<file path="config.mk">
export PLATFORM = sky130hd
export DESIGN_NAME = tri_fifo_flat
export DESIGN_NICKNAME = d
export VERILOG_FILES = /design/src/rtl/tri_fifo_if.sv /design/src/rtl/tri_fifo.sv /design/src/flat_wrapper.sv
export SDC_FILE = /design/constraint.sdc
export NUM_CORES = 2
export LEC_CHECK = 0
export CORE_ASPECT_RATIO = 0.8
export CORE_UTILIZATION = 40
export CTS_BUF_LIST = sky130_fd_sc_hd__clkbuf_4
export CTS_CLUSTER_DIAMETER = 100
export DETAILED_ROUTE_END_ITERATION = 7
export SETUP_SLACK_MARGIN = 0.3
export SLEW_MARGIN = 40
export SYNTH_ARGS = -nofsm -noshare
export SYNTH_HDL_FRONTEND = slang
export SYNTH_MEMORY_MAX_BITS = 65536
export SYNTH_SLANG_ARGS = --single-unit
export TNS_END_PERCENT = 30
</file>
<file path="constraint.sdc">
create_clock -name clk_in -period 34.5 [get_ports clk_in]
set_clock_uncertainty 0.1 [all_clocks]
set_input_delay 5.175 -clock clk_in [delete_from_list [all_inputs] [get_ports clk_in]]
set_output_delay 5.175 -clock clk_in [all_outputs]
set_load 0.05 [all_outputs]
</file>
<file path="src/rtl/tri_fifo_if.sv">
// Triangle stream bundle: the upstream push side and the downstream pop side of tri_fifo.
// The FIFO takes the slave modport; whatever drives and consumes triangles takes master.
interface tri_fifo_if #(
   parameter int WIDTH = 32
);
   logic [9*WIDTH-1:0] tri_in;
   logic               last_in;
   logic               valid_in;
   logic               ready_out;
   logic [9*WIDTH-1:0] tri_out;
   logic               last_out;
   logic               valid_out;
   logic               ready_in;

   modport slave (
      input  tri_in, last_in, valid_in, ready_in,
      output ready_out, tri_out, last_out, valid_out
   );

   modport master (
      output tri_in, last_in, valid_in, ready_in,
      input  ready_out, tri_out, last_out, valid_out
   );
endinterface

</file>
<file path="src/rtl/tri_fifo.sv">
// First-word-fall-through FIFO of triangles (nine coordinates plus an end-of-object flag)
// with object counting, an almost-full threshold and a sticky overflow flag.
module tri_fifo #(
   parameter int WIDTH    = 32,
   parameter int DEPTH    = 16,
   parameter int AF_LEVEL = DEPTH - 2
) (
   input  logic                   clk_in,
   input  logic                   rst_in,
   input  logic                   flush_in,
   tri_fifo_if.slave              bus,
   output logic [$clog2(DEPTH):0] count_out,
   output logic                   almost_full_out,
   output logic                   overflow_out,
   output logic [$clog2(DEPTH):0] obj_count_out
);
   localparam int AW = $clog2(DEPTH);
   localparam int PW = AW + 1;
   localparam int TW = 9 * WIDTH;

   logic [TW:0]    mem_q [DEPTH];
   logic [PW-1:0]  wr_ptr_q, wr_ptr_d;
   logic [PW-1:0]  rd_ptr_q, rd_ptr_d;
   logic [PW-1:0]  obj_cnt_q, obj_cnt_d;
   logic           ovf_q, ovf_d;
   logic           full, empty, push, pop;
   logic [AW-1:0]  wr_idx, rd_idx;
   logic [TW:0]    head;

   assign wr_idx = wr_ptr_q[AW-1:0];
   assign rd_idx = rd_ptr_q[AW-1:0];
   // Same slot with opposite wrap bits means the writer is a full lap ahead.
   assign full   = (wr_idx == rd_idx) && (wr_ptr_q[AW] != rd_ptr_q[AW]);
   assign empty  = (wr_ptr_q == rd_ptr_q);

   // Pointers run modulo 2*DEPTH, so their difference is the occupancy 0..DEPTH.
   assign count_out       = wr_ptr_q - rd_ptr_q;
   assign almost_full_out = (count_out >= PW'(AF_LEVEL));
   assign overflow_out    = ovf_q;
   assign obj_count_out   = obj_cnt_q;

   assign bus.ready_out = !full;
   assign bus.valid_out = !empty;
   assign head          = mem_q[rd_idx];
   assign bus.tri_out   = head[TW-1:0];
   assign bus.last_out  = head[TW];

   assign push = bus.valid_in && !full;
   assign pop  = !empty && bus.ready_in;

   always_comb begin
      wr_ptr_d  = wr_ptr_q;
      rd_ptr_d  = rd_ptr_q;
      obj_cnt_d = obj_cnt_q;
      ovf_d     = ovf_q | (bus.valid_in & full);
      if (flush_in) begin
         rd_ptr_d  = wr_ptr_q;
         obj_cnt_d = '0;
      end else begin
         if (push) begin
            wr_ptr_d = wr_ptr_q + PW'(1);
         end
         if (pop) begin
            rd_ptr_d = rd_ptr_q + PW'(1);
         end
         if ((push && bus.last_in) && !(pop && bus.last_out)) begin
            obj_cnt_d = obj_cnt_q + PW'(1);
         end else if (!(push && bus.last_in) && (pop && bus.last_out)) begin
            obj_cnt_d = obj_cnt_q - PW'(1);
         end
      end
   end

   always_ff @(posedge clk_in) begin
      if (!rst_in) begin
         wr_ptr_q  <= '0;
         rd_ptr_q  <= '0;
         obj_cnt_q <= '0;
         ovf_q     <= 1'b0;
      end else begin
         wr_ptr_q  <= wr_ptr_d;
         rd_ptr_q  <= rd_ptr_d;
         obj_cnt_q <= obj_cnt_d;
         ovf_q     <= ovf_d;
      end
   end

   // Storage carries no reset; only the pointers decide what is valid.
   always_ff @(posedge clk_in) begin
      if (rst_in && push && !flush_in) begin
         mem_q[wr_idx] <= {bus.last_in, bus.tri_in};
      end
   end
endmodule

</file>
<file path="src/flat_wrapper.sv">
// flat-port wrapper written by rule: the top's interface ports become plain ports
module tri_fifo_flat 
#(
   parameter int WIDTH    = 32,
   parameter int DEPTH    = 16,
   parameter int AF_LEVEL = DEPTH - 2
)
  (clk_in, rst_in, flush_in, count_out, almost_full_out, overflow_out, obj_count_out, bus_tri_in, bus_last_in, bus_valid_in, bus_ready_in, bus_ready_out, bus_tri_out, bus_last_out, bus_valid_out);
  tri_fifo_if #(.WIDTH(WIDTH)) bus_i ();
  input  logic clk_in;
  input  logic rst_in;
  input  logic flush_in;
  output logic [$clog2(DEPTH):0] count_out;
  output logic almost_full_out;
  output logic overflow_out;
  output logic [$clog2(DEPTH):0] obj_count_out;
  input wire logic [$bits(bus_i.tri_in)-1:0] bus_tri_in;
  input wire logic [$bits(bus_i.last_in)-1:0] bus_last_in;
  input wire logic [$bits(bus_i.valid_in)-1:0] bus_valid_in;
  input wire logic [$bits(bus_i.ready_in)-1:0] bus_ready_in;
  output wire logic [$bits(bus_i.ready_out)-1:0] bus_ready_out;
  output wire logic [$bits(bus_i.tri_out)-1:0] bus_tri_out;
  output wire logic [$bits(bus_i.last_out)-1:0] bus_last_out;
  output wire logic [$bits(bus_i.valid_out)-1:0] bus_valid_out;
  assign bus_i.tri_in = bus_tri_in;
  assign bus_i.last_in = bus_last_in;
  assign bus_i.valid_in = bus_valid_in;
  assign bus_i.ready_in = bus_ready_in;
  assign bus_ready_out = bus_i.ready_out;
  assign bus_tri_out = bus_i.tri_out;
  assign bus_last_out = bus_i.last_out;
  assign bus_valid_out = bus_i.valid_out;
  tri_fifo #(.WIDTH(WIDTH), .DEPTH(DEPTH), .AF_LEVEL(AF_LEVEL)) u_core (.clk_in(clk_in), .rst_in(rst_in), .flush_in(flush_in), .bus(bus_i), .count_out(count_out), .almost_full_out(almost_full_out), .overflow_out(overflow_out), .obj_count_out(obj_count_out));
endmodule
</file>
==> out/results.tsv <==
stage	metric	value	unit
run_status	outcome	finished, final reports clean	
die	die_height	591.4	um
sta	fmax	0.07377	GHz
synthesis	synthTopCellsByArea	edfxtp_1 80%, mux4_2 15%, a22oi_1 1.8%	
layout	fill_cells	35850	
clock_tree	cts_hold_buf	0	
clock_tree	clockBufferDepth	5	
worst_setup_path	crit_path_start_kind	register	
sta	max-slew-margin-rel	33.01	%
detailed_routing	num_vias	85320	
detailed_routing	vias_per_cell	5.550	
grt	grt_max_degree	127	
synthesis	seq_area_frac_synth	80.16	%
worst_setup_path	end_kind	primary output	
worst_setup_path	cp.arrival	8.28	ns
sta	final-hold-violation-count	0	
clock_tree	cts_root_buf	clkbuf_4	
detailed_routing	met2WireLength	221300	um
detailed_routing	wl_met1	184100	um
grt	grtUsageTotal	20.44	%
sta	fin_hold_ws	0.3907	ns
sta	period_share	39.29	%
clock_tree	numCtsBuffers	1211	
worst_hold_path	hp-class	register to register	
synthesis	syn_nets	7519	
layout	multiInputGateArea	32400	um2
grt	grt_pass1_wl	639400	um
worst_setup_path	crit_type	register to primary output	
synthesis	synth_top_family_by_area	multiplexers	
detailed_routing	ant_nets	0	
synthesis	ys_types	42	
layout	area_growth	15.92	%
clock_tree	cts_tree	done	
clock_tree	htreeDepth	7	
synthesis	yosysTopAreaCellShare	79.93	%
synthesis	syn_area_per_cell	24.10	um2
synthesis	synth-compound-area-share	2.481	%
die	rows	216	
detailed_routing	wl	448200	um
power_and_ir_drop	totalPowerFinal	0.01161	W
synthesis	ys_warn_count	0	
sta	period_needed	13.56	ns
die	die_w	738.8	um
detailed_routing	wl_per_cell	29.16	um
worst_setup_path	cp_max_fo	64	
placement	place_congestion	0.7318	
synthesis	synth_top_area_cell	edfxtp_1	
sta	slew_violations	0	
layout	finalNetCount	9142	
synthesis	synth-xor-area-share	0.07058	%
clock_tree	postCtsSetupRepairBufs	0	
layout	instances_no_fill	15370	
grt	grt_overflow	0	
clock_tree	insertion_delay	1.66	ns
synthesis	synth_mux_area_share	15.02	%
sta	rsz0062_at_grt	no	
power_and_ir_drop	ir_drop	36.98	uV
placement	dpl.hpwl	230600	um
placement	dp.cells	13390	
grt	antenna_found_initial	99	
die	start_util	40.18	%
power_and_ir_drop	leakage	62.71	nW
grt	grt_pass1_vias	90330	
worst_setup_path	crit_required	29.23	ns
sta	worst_pin_slew	1.005	ns
synthesis	netlist_area	173700	um2
die	ioPinCount	597	
synthesis	synthSimpleGateAreaFrac	0.8376	%
detailed_routing	firstDrtPassIters	5	
clock_tree	clock_sinks	4644	
clock_tree	clkTransAtPathRegs	0.07	ns
detailed_routing	wl_met3	32400	um
layout	final-seq-area	139300	um2
detailed_routing	highest_layer	met5	
synthesis	synthCells	7209	
placement	port_buffers	596	
detailed_routing	drt-initial-drc-count	8808	
sta	tns	0	ns
synthesis	yosys.area_share.adder	0.1239	%
clock_tree	cts_resized	0	
detailed_routing	drc	0	
power_and_ir_drop	power_density	57.67	nW/um2
sta	setup_viol	0	
layout	drive_above_1_share	32.90	%
die	dieArea	437000	um2
die	coreArea	432400	um2
flow_run	drv_cap	0	
synthesis	ys_seq_elements	4644	
[flip-flops by register name, summed over array words and instances (netlist names), named ones only]
name,cells
u_core.obj_count_out,5
u_core.overflow_out,1
u_core.wr_ptr_q,5
u_core.mem_q,4624
u_core.rd_ptr_q,5
[worst max-delay path, stage by stage (launching register included)]
cell	delay, ns
dfxtp_4	0.77
buf_6	0.62
buf_4	0.76
buf_4	0.60
buf_4	0.77
buf_6	0.61
buf_6	0.61
mux4_2	0.42
a22oi_1	0.24
nand2_1	0.17
clkdlybuf4s50_1	0.73
[cells in the final DEF, fill, tap and decap left out, types with 17 or more instances in the layout]
cell type / instances
a22oi_1: 412
buf_12: 29
buf_16: 17
buf_4: 101
buf_6: 57
clkbuf_4: 1696
clkdlybuf4s50_1: 593
clkinv_1: 195
clkinv_2: 18
dfxtp_1: 17
diode_2: 38
edfxtp_1: 4624
inv_2: 18
mux4_2: 1156
nand2_1: 215
nor2_1: 89
o22ai_1: 164
[final cells by class]
class	count	area share [%]
flip-flops and latches	4644	69.15
multi-input cells	2160	16.09
clock buffers	1696	6.322
repair buffers	803	4.193
well taps	5777	3.589
clock inverters	241	0.5803
diodes	38	0.04722
inverters	12	0.02237
[worst paths after layout]
| check | from | to | slack (ns) | cells after the start |
|---|---|---|---|---|
| worst max-delay path | register | bus_tri_out[244] | 20.94 | 10 |
| worst min-delay path | u_core.obj_count_out[4]$_SDFFE_PP0P_ | u_core.obj_count_out[4]$_SDFFE_PP0P_ | 0.39 | 2 |
| worst max register to register | u_core.wr_ptr_q[2]$_SDFFE_PN0P_ | u_core.mem_q[11][196]$_DFFE_PP_ | 28.02 | 10 |
| worst min register to register | u_core.obj_count_out[4]$_SDFFE_PP0P_ | u_core.obj_count_out[4]$_SDFFE_PP0P_ | 0.39 | 2 |
[per-layer routing]
| metal | global-route usage (%) | vias up |
|---|---|---|
| met2 | 32.99 | 3586 |
| met4 | 7.725 | 44 |
| met1 | 27.13 | 45770 |
| li1 | - | 35170 |
| met5 | 0 | - |
| met3 | 4.930 | 742 |
[cell families (layout without fill, tap and decap cells)]
| kind of cell | after synthesis | after routing |
|---|---|---|
| flip-flops | 4644 | 4644 |
| AO/OA/AOI/OAI | 606 | 606 |
| multiplexers | 1162 | 1162 |
| AND/OR/NAND/NOR | 362 | 362 |
| buffers and inverters | 405 | 2752 |
| XOR/XNOR | 14 | 14 |
| other | 0 | 38 |
| adder cells (fa/ha/maj) | 16 | 16 |
[per-stage QoR]
step	util [%]	instance area [um2]	setup WS, ns
detailed placement	43.30	187200	22.61
floorplan	-	173700	7.877
finish	46.57	201400	20.94
CTS	46.51	201100	20.66
global route	46.56	201300	20.57
global placement	43.13	186500	21.88
[synthesized netlist by cell type (all sizes together)]
cell type,number
mux2i,6
nand3b,1
or3,1
edfxtp,4624
fa,2
nand4,2
nor3,4
o21ai,6
and2,5
o21a,1
o31ai,2
dfxtp,20
and4,1
xor2,6
ha,14
nand2,217
buf,241
a211oi,2
mux4,1156
inv,12
a2111oi,2
nor2b,9
a22oi,412
or2,2
o211a,1
xnor2,8
a21o,1
a21oi,12
a21boi,1
o22ai,164
and3,2
a41o,1
nand2b,9
clkbuf,152
nand3,6
a31oi,1
nor2,103
[power by group]
| group | leakage [nW] | internal (W) | switching (W) |
|---|---|---|---|
| combinational | 12.6 | 0.000360 | 0.000598 |
| sequential | 41.8 | 0.00622 | 0.00000853 |
| clock | 8.39 | 0.00231 | 0.00212 |
| total | 62.7 | 0.00889 | 0.00272 |
Power figures use the tool's default switching activity.
